### src/rtl/gpio_seg_pkg.sv
// gpio_seg_pkg: shared types and constants for the 7-segment scanner
package gpio_seg_pkg;

    localparam int NUM_DIGITS = 8;
    localparam int SEG_W      = 8;
    localparam int IDX_W      = $clog2(NUM_DIGITS);

    typedef enum logic [1:0] {
        IDLE,
        BLANK,
        SHOW
    } seg_state_e;

    function automatic logic [NUM_DIGITS-1:0] an_inactive(input bit active_low);
        return active_low ? {NUM_DIGITS{1'b1}} : {NUM_DIGITS{1'b0}};
    endfunction

endpackage

### src/rtl/gpio_seg_scan.sv
// gpio_seg_scan: time-multiplexes eight snapshotted 7-segment patterns onto one bus
module gpio_seg_scan
    import gpio_seg_pkg::*;
#(
    parameter int unsigned DIV_CYCLES    = 1000,
    parameter int unsigned BLANK_CYCLES  = 16,
    parameter bit          AN_ACTIVE_LOW = 1'b1,
    parameter bit          SEG_INVERT    = 1'b0
) (
    input  logic                  clock,
    input  logic                  reset,
    input  logic                  enable,
    input  logic [SEG_W-1:0]      seg_in_0,
    input  logic [SEG_W-1:0]      seg_in_1,
    input  logic [SEG_W-1:0]      seg_in_2,
    input  logic [SEG_W-1:0]      seg_in_3,
    input  logic [SEG_W-1:0]      seg_in_4,
    input  logic [SEG_W-1:0]      seg_in_5,
    input  logic [SEG_W-1:0]      seg_in_6,
    input  logic [SEG_W-1:0]      seg_in_7,
    output logic [SEG_W-1:0]      seg_out,
    output logic [NUM_DIGITS-1:0] seg_an,
    output logic                  frame_start,
    output logic [IDX_W-1:0]      digit_idx
);

    localparam int unsigned MAX_C = (DIV_CYCLES > BLANK_CYCLES) ? DIV_CYCLES : BLANK_CYCLES;
    localparam int CW = $clog2(MAX_C + 1);
    localparam logic [CW-1:0] DIV_C = CW'(DIV_CYCLES);
    localparam logic [CW-1:0] BLK_C = CW'(BLANK_CYCLES);
    localparam logic [CW-1:0] ONE_C = CW'(1);
    // Each digit is entered through BLANK unless blanking is disabled.
    localparam seg_state_e ENTRY_S = (BLANK_CYCLES == 0) ? SHOW : BLANK;
    localparam logic [CW-1:0] ENTRY_C = (BLANK_CYCLES == 0) ? DIV_C : BLK_C;
    // Inversion is an XOR with the off level, so 8'h00 maps to the off level either way.
    localparam logic [SEG_W-1:0] SEG_OFF = SEG_INVERT ? {SEG_W{1'b1}} : {SEG_W{1'b0}};
    localparam logic [NUM_DIGITS-1:0] AN_OFF = an_inactive(AN_ACTIVE_LOW);
    localparam logic [IDX_W-1:0] LAST_IDX = IDX_W'(NUM_DIGITS - 1);

    seg_state_e              state_q, state_d;
    logic [CW-1:0]           cnt_q, cnt_d;
    logic [IDX_W-1:0]        idx_q, idx_d;
    logic [SEG_W-1:0]        snap_q [NUM_DIGITS];
    logic [SEG_W-1:0]        snap_d [NUM_DIGITS];
    logic [SEG_W-1:0]        live   [NUM_DIGITS];
    logic [SEG_W-1:0]        seg_out_d;
    logic [NUM_DIGITS-1:0]   seg_an_d;
    logic                    frame_start_d;
    logic                    start;

    assign live = '{seg_in_0, seg_in_1, seg_in_2, seg_in_3,
                    seg_in_4, seg_in_5, seg_in_6, seg_in_7};
    assign digit_idx = idx_q;

    // Next-state timer/FSM; outputs are derived from the next state so they register in step.
    always_comb begin
        state_d       = state_q;
        cnt_d         = cnt_q;
        idx_d         = idx_q;
        snap_d        = snap_q;
        frame_start_d = 1'b0;
        start         = 1'b0;
        if (!enable) begin
            state_d = IDLE;
            cnt_d   = '0;
            idx_d   = '0;
        end else begin
            unique case (state_q)
                IDLE: start = 1'b1;
                BLANK: begin
                    state_d = (cnt_q == ONE_C) ? SHOW : BLANK;
                    cnt_d   = (cnt_q == ONE_C) ? DIV_C : cnt_q - ONE_C;
                end
                SHOW: begin
                    if (cnt_q != ONE_C) begin
                        cnt_d = cnt_q - ONE_C;
                    end else if (idx_q == LAST_IDX) begin
                        start = 1'b1;
                    end else begin
                        idx_d   = idx_q + 1'b1;
                        state_d = ENTRY_S;
                        cnt_d   = ENTRY_C;
                    end
                end
                default: state_d = IDLE;
            endcase
            if (start) begin
                state_d       = ENTRY_S;
                cnt_d         = ENTRY_C;
                idx_d         = '0;
                snap_d        = live;
                frame_start_d = 1'b1;
            end
        end
        seg_an_d  = (state_d == SHOW) ? AN_OFF ^ (NUM_DIGITS'(1) << idx_d) : AN_OFF;
        seg_out_d = (state_d == SHOW) ? snap_d[idx_d] ^ SEG_OFF : SEG_OFF;
    end

    // State, snapshot and output registers.
    always_ff @(posedge clock) begin
        if (reset) begin
            state_q     <= IDLE;
            cnt_q       <= '0;
            idx_q       <= '0;
            snap_q      <= '{default: '0};
            seg_an      <= AN_OFF;
            seg_out     <= SEG_OFF;
            frame_start <= 1'b0;
        end else begin
            state_q     <= state_d;
            cnt_q       <= cnt_d;
            idx_q       <= idx_d;
            snap_q      <= snap_d;
            seg_an      <= seg_an_d;
            seg_out     <= seg_out_d;
            frame_start <= frame_start_d;
        end
    end

endmodule

### config.mk
export PLATFORM = sky130hd
export DESIGN_NAME = gpio_seg_scan
export DESIGN_NICKNAME = d
export VERILOG_FILES = /design/src/rtl/gpio_seg_pkg.sv /design/src/rtl/gpio_seg_scan.sv
export SDC_FILE = /design/constraint.sdc
export NUM_CORES = 1
export LEC_CHECK = 0
export ABC_AREA = 0
export BUFFER_PORTS_ARGS = -buffer_cell sky130_fd_sc_hd__buf_2
export CAP_MARGIN = 40
export CORE_UTILIZATION = 58
export CTS_CLUSTER_DIAMETER = 30
export DETAILED_ROUTE_END_ITERATION = 8
export HOLD_SLACK_MARGIN = 0.06
export PLACE_DENSITY = 0.84
export SLEW_MARGIN = 20
export SYNTH_ARGS = -nofsm -noshare
export SYNTH_HDL_FRONTEND = slang
export SYNTH_SLANG_ARGS = --single-unit
### constraint.sdc
create_clock -name clock -period 4.91 [get_ports clock]
set_input_delay 0 -clock clock [delete_from_list [all_inputs] [get_ports clock]]
set_output_delay 0 -clock clock [all_outputs]
set_load 0.02 [all_outputs]
### Word level (Yosys, flattened, before mapping)

Index checks and enable logic that the tools add are counted.

| storage, ports and cells | value |
|---|---|
| input bits | 67 |
| memory bits (writable) | 0 |
| memories | 0 |
| word-level logic and storage cells | 65 |
| ROM bits | 0 |
| bits in latches | 0 |
| register bits | 96 |

| cells by class | value |
|---|---|
| $mul | 0 |
| $add $sub $neg | 2 |
| muxes and demuxes | 26 |
| bitwise operators | 4 |
| equal/unequal tests | 8 |
| div/mod/pow operators | 0 |
| reductions and logical operators | 8 |
| shift-type cells | 1 |
| order comparisons | 1 |

Operator list:

| kind | number |
|---|---|
| 64-bit 2-to-1 mux | 2 |
| 10-bit 2-to-1 mux | 3 |
| 8-bit binary-select mux with 3-bit select | 1 |
| 10-bit one-hot mux with 2 select lines | 1 |
| 8-bit 2-to-1 mux | 2 |
| 3-bit 2-to-1 mux | 5 |
| 10-bit by 1-bit == test with 1-bit output, second input constant | 1 |
| 2-bit 2-to-1 mux | 5 |
| 10-bit by 1-bit inequality test with 1-bit output, second input constant | 1 |
| 10-bit by 1-bit subtractor with 10-bit output, second input constant | 1 |
| 8-bit NOT | 1 |
| 1-bit by 3-bit left shift with 8-bit output, first input constant | 1 |
| 2-bit one-hot mux with 3 select lines | 1 |
| 5-bit 2-to-1 mux | 1 |
| 2-bit == test, second input constant | 2 |
| 4-bit >= comparator, second input constant | 1 |
| 1-bit 2-to-1 mux | 4 |
| 4-bit inequality test, second input constant | 1 |
| 3-bit NOT with 4-bit output | 1 |
| 2-bit AND reduction | 2 |
| 2-bit OR reduction | 2 |
| 3-bit by 1-bit adder with 3-bit output, second input constant | 1 |
| 3-bit == test, second input constant | 1 |
| 3-bit inequality test, second input constant | 1 |
| 7 further kinds | 8 |

### Depth between registers and ports, before layout

Gate-level depths: netlist of run 1.

| logic depth | value |
|---|---|
| word-level depth | 11 |
| gate-level depth with buffers | 12 |

### Worst setup path before layout of run 1

OpenSTA, ideal clock, no wires.

| timing | value |
|---|---|
| kind | reg2reg |
| from | register idx_q[0] (netlist: digit_idx[0]) |
| to | register seg_out[3] |
| buffers on the path | 2 |
| data arrival time | 2211 ps |
| library setup time | 123 ps |
| path slack | 2576 ps |
| stages on the path, launching flop included | 10 |
| period minus slack after synthesis | 2334 ps |
| path through | dfxtp_1 ha_1 and2_1 clkbuf_1 nor3_2 a221oi_4 buf_2 o22ai_1 a21oi_1 o22ai_1 |

| on the way | value |
|---|---|
| word-level cells in the longest chain between the ends | 11 |
| elaborated cells between the ends (all ways) | 25 |
| those cells by class | add/sub (1); eq/ne (2); mux (19); bitwise (2); reduce/logical (1) |

RTL lines:

| item | RTL line | text |
|---|---|---|
| from (decl) | gpio_seg_scan.sv:42 | `logic [IDX_W-1:0] idx_q, idx_d;` |
| from (signal assigned) | gpio_seg_scan.sv:112 | `idx_q <= idx_d;` |
| 3-bit == test | gpio_seg_scan.sv:77 | `end else if (idx_q == LAST_IDX) begin` |
| 1-bit 2-to-1 mux | gpio_seg_scan.sv:77 |  |
| 1-bit 2-to-1 mux | gpio_seg_scan.sv:75 | `if (cnt_q != ONE_C) begin` |
| 1-bit one-hot mux with 2 select lines | gpio_seg_scan.sv:68 | `unique case (state_q)` |
| 1-bit 2-to-1 mux | gpio_seg_scan.sv:63 | `if (!enable) begin` |
| 3-bit 2-to-1 mux | gpio_seg_scan.sv:87 | `if (start) begin` |
| 3-bit 2-to-1 mux | gpio_seg_scan.sv:63 |  |
| 3-bit NOT with 4-bit output (implied by the code) | gpio_seg_scan.sv:96 | `seg_out_d = (state_d == SHOW) ? snap_d[idx_d] ^ SEG_OFF : SEG_OFF;` |
| 8-bit binary-select mux with 3-bit select | gpio_seg_scan.sv:96 |  |
| 8-bit 2-to-1 mux (implied by the code) (2 in series) | gpio_seg_scan.sv:96 |  |
| to (signal assigned) | gpio_seg_scan.sv:115 | `seg_out <= seg_out_d;` |
| to (decl) | gpio_seg_scan.sv:21 | `output logic [SEG_W-1:0] seg_out,` |

Parallel ways exist; a longest one is shown, timed or not. The select of a mux whose other input is x is not followed.
A chain may end at the register's enable or synchronous reset.

### Worst setup path in the final report of run 1

| timing | value |
|---|---|
| from | register cnt_q[1] |
| to | register seg_out[1] |

| on the way | value |
|---|---|
| word-level cells in the longest chain between the ends | 10 |
| elaborated cells between the ends (all ways) | 23 |
| those cells by class | eq/ne (3); mux (17); bitwise (2); reduce/logical (1) |

RTL lines:

| item | RTL line | text |
|---|---|---|
| from (decl) | gpio_seg_scan.sv:41 | `logic [CW-1:0] cnt_q, cnt_d;` |
| from (signal assigned) | gpio_seg_scan.sv:111 | `cnt_q <= cnt_d;` |
| 10-bit by 1-bit inequality test with 1-bit output | gpio_seg_scan.sv:75 |  |
| 1-bit 2-to-1 mux | gpio_seg_scan.sv:75 |  |
| 1-bit one-hot mux with 2 select lines | gpio_seg_scan.sv:68 |  |
| 1-bit 2-to-1 mux | gpio_seg_scan.sv:63 |  |
| 3-bit 2-to-1 mux | gpio_seg_scan.sv:87 |  |
| 3-bit 2-to-1 mux | gpio_seg_scan.sv:63 |  |
| 3-bit NOT with 4-bit output (implied by the code) | gpio_seg_scan.sv:96 |  |
| 8-bit binary-select mux with 3-bit select | gpio_seg_scan.sv:96 |  |
| 8-bit 2-to-1 mux (implied by the code) (2 in series) | gpio_seg_scan.sv:96 |  |

Parallel ways exist; a longest one is shown, timed or not. The select of a mux whose other input is x is not followed.

==> out/qor.csv, run 1 <==
metric,value,unit
outcome,completed,
numClockSinks,96,
gp_congestion,0.822,
crit_path_end_kind,flop,
dieArea,0.00737,mm^2
fmax,0.304,GHz
synth_top_cell_area_share,47.1,%
wl_per_cell,16.9,um
antenna_found_initial,0,
cts_buffer_depth,2,
grt_max_degree,68,
synth_edf_count,0,
netlist_area,0.00408,mm^2
viasPerCell,5.78,
clkLatencyLatePin,0.38,ns
setup_viol,0,
coreArea,0.00679,mm^2
hold_path_class,input pin to flop,
synth_top_cells_by_area,"dfxtp_1 (47%), mux2i_1 (15%), nor2_1 (7.6%)",
track_usage,31.8,%
yosysSeqAreaShare,47.1,%
async_reset_ff_share,0,%
post_cts_resized,0,
skew,0.0117,ns
power.density,296,mW/mm^2
area_growth,32.3,%
die_w,85.8,um
mostFrequentLayoutCells,"dfxtp_1 (96), buf_2 (86), nor2_1 (82)",
yosys_warnings,0,
period_share,67.0,%
irDropWorstVdd,201,uV
hold-worst-slack,0.248,ns
grt_pass1_vias,3812,
slew_viol_final,0,
crit_top_cell,o22ai_1,
crit_chain,inv_1 > ha_1 > nor3b_2 > and3_1 > a41oi_4 > buf_4 > mux2i_1 > o22ai_1 > a21oi_1 > o22ai_1,
rsz0062_at_grt,no,
diodes,0,
finalSetupTns,0,ns
r2r.worst_path.cells,10,
port_buffers,86,
drive_above_1_share,21.9,%
post-route-min-period,3.29,ns
layout_commonest_cell,dfxtp_1,
synth_seq_cells,96,
yosys.cell_types.count,45,
drc,0,
path_class,flop to flop,
clk_pin_slew_worst_paths,0.10,ns
nFillCells,422,
ant_nets,0,
grt_pass1_wl,18000,um
start_kind,flop,
synth_cells,432,
die_h,85.8,um
gr-total-overflow,0,
dr.pass1.iters,5,
synth.avg_cell_area,9.44,um^2
via_count,3903,
worst-path-max-fanout,30,
layout.nets,644,
drt_iter0_drc,328,
max_stage_delay,0.56,ns
placementRows,30,
synth_ff_type,dfxtp_1,
cts_buffers,9,
slew_headroom,45.7,%
tightest_slew,0.814,ns
cp_data_arrival_time,3.54,ns
hold_depth,3,
synth_nets,502,
tritoncts,built,
htree_levels,3,
dp_hpwl,6710,um
hold_violations,0,
slowest_stage,a41oi_4,
fin_util,79.4,%
drv_cap,0,
synth.largest_area_cell,dfxtp_1,
critPathRequiredTime,5.16,ns
initial_core_util,60.0,%
cts-root-buf,clkbuf_8,
wl,11400,um
leakage,2.43,nW
io_pins,87,
sequential cells by signal (all words and copies together) (netlist names):
name         count
frame_start      1
seg_out          8
cnt_q           10
snap_q          64
state_q          2
digit_idx        3
seg_an           8
power by group:
part	switching (mW)	internal, mW
Clock	0.309	0.247
Combinational	0.107	0.110
Sequential	0.0134	0.813
Total	0.430	1.17
layout make-up:
| cell class | count | area, um^2 | area share (%) |
|---|---|---|---|
| Multi-Input combinational cell | 301 | 1970 | 36.6 |
| Sequential cell | 96 | 1920 | 35.6 |
| Timing Repair Buffer | 157 | 1130 | 21.0 |
| Clock buffer | 9 | 124 | 2.30 |
| Tap cell | 96 | 120 | 2.23 |
| Clock inverter | 7 | 86.3 | 1.60 |
| Inverter | 9 | 33.8 | 0.626 |
synth_stat cells (5+ instances only):
library cell  count
clkbuf_1         11
inv_1             9
or2_2             5
o22ai_1          39
dfxtp_1          96
buf_2             6
o21ai_0           7
nand2_1          13
a21oi_1          28
mux2i_1          63
nor2_1           82
nor3_1            5
nand3_1           7
a211oi_1          5
buf_6             5
worst paths after layout:
path               from          to  slack, ns
min reg2reg  snap_q[22]  snap_q[22]       0.51
max reg2reg    cnt_q[1]  seg_out[1]       1.62
max            cnt_q[1]  seg_out[1]       1.62
min               reset  snap_q[11]       0.25
cells by family after synthesis:
family / synth area share [%]
AOI/OAI and AO/OA: 15.6
adders and majority gates: 0.921
buffers and inverters: 4.70
DFF: 47.1
muxes: 16.0
and+or+nand+nor: 15.7
through the flow:
stage	cell area, um^2	instances	setup WS (ns)	total power [mW]
6_report	5390	675	1.62	1.60
5_1_grt	5390	675	1.47	1.65
4_1_cts	5370	673	1.70	1.59
3_5_place_dp	4510	592	1.71	1.01
3_3_place_gp	4510	592	1.78	1.00
2_1_floorplan	4080	432	2.58	0.959
worst max-delay path, delay by kind of cell (launching register included):
kind                       cells  cell delay, ns
AOI/OAI and AO/OA              4            1.03
adders and majority gates      1            0.19
buffers and inverters          2            0.63
DFF                            1            0.37
muxes                          1            0.37
and+or+nand+nor                2            0.56
timing repair:
item | CTS | global route
endpoints found under the setup margin | 0 | 0
hold buffers | 65 | 0
endpoints found under the hold margin | 69 | 0
setup buffers | 0 | 0
layer usage:
| metal | wire length (um) | share of wire [%] | global-route usage (%) |
|---|---|---|---|
| met5 | 0 | 0 | 0 |
| met4 | 422 | 3.7 | 18.0 |
| met3 | 727 | 6.4 | 6.35 |
| met2 | 5550 | 48 | 51.6 |
| met1 | 4740 | 41 | 39.7 |
Note: power is estimated with default switching activity, not from simulation.
==> inputs of run 2 (changes only) <==
--- a/config.mk
+++ b/config.mk
@@ -8,11 +8,11 @@
 export ABC_AREA = 0
 export BUFFER_PORTS_ARGS = -buffer_cell sky130_fd_sc_hd__buf_2
 export CAP_MARGIN = 40
-export CORE_UTILIZATION = 58
+export CORE_UTILIZATION = 49
 export CTS_CLUSTER_DIAMETER = 30
 export DETAILED_ROUTE_END_ITERATION = 8
 export HOLD_SLACK_MARGIN = 0.06
-export PLACE_DENSITY = 0.84
+export PLACE_DENSITY = 0.76
 export SLEW_MARGIN = 20
 export SYNTH_ARGS = -nofsm -noshare
 export SYNTH_HDL_FRONTEND = slang
==> constraint.sdc (replaced) <==
create_clock -name clock -period 3 [get_ports clock]
set_input_delay 0 -clock clock [delete_from_list [all_inputs] [get_ports clock]]
set_output_delay 0 -clock clock [all_outputs]
set_load 0.02 [all_outputs]
==> out/qor.csv, run 2 (synthesized netlist as in run 1, its figures left out) <==
metric,value,unit,change
htree_levels,3,,unchanged
setup_viol,0,,unchanged
crit_path_end_kind,flop,,
start_kind,flop,,
fin_cells,685,,+1.5%
reg2reg_slack,0.40,ns,-1.22 ns
min_to,snap_q[21],,
r2r.worst_path.cells,11,,+1
worst-path-max-fanout,15,,-50%
mostFrequentLayoutCells,"dfxtp_1 (96), buf_2 (86), nor2_1 (82)",,
cp_data_arrival_time,2.85,ns,-0.69 ns
via_count,3714,,-4.8%
track_usage,26.1,%,-5.7 points
die_h,93.2,um,+8.6%
fmax,0.385,GHz,+27%
crit_chain,inv_1 > ha_1 > nor3b_2 > and3_1 > buf_4 > nand3_4 > a31oi_1 > buf_4 > nor2_1 > a221oi_1 > o22ai_1,,
slew_headroom,52.3,%,+6.6 points
critical_path_buf_inv_count,3,,+1
area_growth,32.9,%,
skew,0.0121,ns,+0.000489 ns
gp_congestion,0.845,,+2.8%
tightest_slew,0.716,ns,-0.0986 ns
largest_reg_flops,64,,unchanged
antenna_found_initial,0,,unchanged
hold_depth,2,,-1
die_w,93.2,um,+8.6%
drt_iter0_drc,154,,-53%
post-route-min-period,2.60,ns,-0.694 ns
dr.pass1.iters,4,,-1
layout_commonest_cell,dfxtp_1,,
io_pins,87,,unchanged
slowest_stage,dfxtp_1,,
grt_max_degree,40,,-41%
wl_per_cell,15.8,um,-6.9%
drive_above_1_share,22.3,%,+0.36 points
tritoncts,built,,
r2r_end,seg_out[0],,
outcome,completed,,
ant_nets,0,,unchanged
dpl_cell_area,0.00459,mm^2,+1.7%
timing.final.ws_setup,0.402,ns,-1.22 ns
port_buffers,86,,unchanged
leakage,2.44,nW,+0.16%
numClockSinks,96,,unchanged
place_inst,604,,+2.0%
initial_core_util,51.7,%,-8.3 points
dieArea,0.00869,mm^2,+18%
critPathRequiredTime,3.25,ns,-1.91 ns
finalSetupTns,0,ns,unchanged
placementRows,32,,+6.7%
cts_buffer_depth,2,,unchanged
viasPerCell,5.42,,-6.2%
post_cts_resized,0,,unchanged
cts_buffers,9,,unchanged
dp_hpwl,7030,um,+4.8%
cts-root-buf,clkbuf_8,,
clkLatencyLatePin,0.36,ns,-0.02 ns
hold_path_class,input pin to flop,,
layout.nets,648,,+0.62%
wl,10800,um,-5.6%
largest-register,snap_q,,
diodes,0,,unchanged
power.density,460,mW/mm^2,+55%
max_stage_delay,0.34,ns,-0.22 ns
finalInstanceArea,0.00542,mm^2,+0.44%
hold_violations,0,,unchanged
drc,0,,unchanged
grt_pass1_vias,3689,,-3.2%
crit_top_cell,buf_4,,
path_class,flop to flop,,
rsz0062_at_grt,no,,
slew_viol_final,0,,unchanged
crit_family,simple AND/OR/NAND/NOR gates,,
irDropWorstVdd,285,uV,+42%
grt_pass1_wl,17600,um,-2.3%
hp-start,reset,,
reg_top3,"snap_q: 64 flops, cnt_q: 10 flops",,
gr-total-overflow,0,,unchanged
reg2reg_from,cnt_q[1],,
drv_cap,0,,unchanged
coreArea,0.00789,mm^2,+16%
clk_pin_slew_worst_paths,0.10,ns,about the same
period_share,86.6,%,+20 points
dpl_worst_slack,0.431,ns,-1.28 ns
## run 2: worst max path at each step
stage                     slack, ns  cells past startpoint         start          to
after floorplan                0.67                      9  digit_idx[0]  seg_out[3]
after global placement         0.47                      8  digit_idx[0]  seg_out[1]
after detailed placement       0.43                      8  digit_idx[0]  seg_out[1]
after CTS                      0.40                      8  digit_idx[0]  seg_out[1]
after global routing           0.13                     10      cnt_q[0]  seg_out[1]
final                          0.40                     11      cnt_q[1]  seg_out[0]
## run 2: cell type report
cell class | count | area (um^2)
clock inverters | 6 | 51.3
well taps | 102 | 128
repair buffers | 161 | 1180
inverters | 9 | 33.8
multi-input cells | 301 | 1970
clock buffers | 10 | 128
fillers | 601 | 2470
flip-flops and latches | 96 | 1920
## run 2: per-stage QoR
stage               hold WS, ns  total power, mW  utilization [%]
global placement          0.252             1.65             58.2
global route              0.130             2.60             68.7
floorplan                0.0739             1.57                -
detailed placement        0.262             1.66             58.2
finish                    0.108             2.49             68.7
CTS                      0.0973             2.50             68.7
## run 2: power breakdown
part | leakage (nW) | switching (mW) | internal [mW] | total (mW)
sequential | 0.786 | 0.0205 | 1.33 | 1.35
combinational | 1.57 | 0.170 | 0.183 | 0.353
clock | 0.0814 | 0.475 | 0.313 | 0.788
total | 2.44 | 0.665 | 1.83 | 2.49
## run 2: layer usage
metal	vias up	routed length, um	GRT usage [%]
met5	-	0	0
met4	0	316	11.8
li1	1829	-	-
met1	1758	4750	32.4
met3	24	462	4.23
met2	103	5270	44.4
## run 2: what timing repair did
action                                 CTS  global route
endpoints found under the hold margin   69             0
hold buffers                            65             0
setup buffers                            0             0
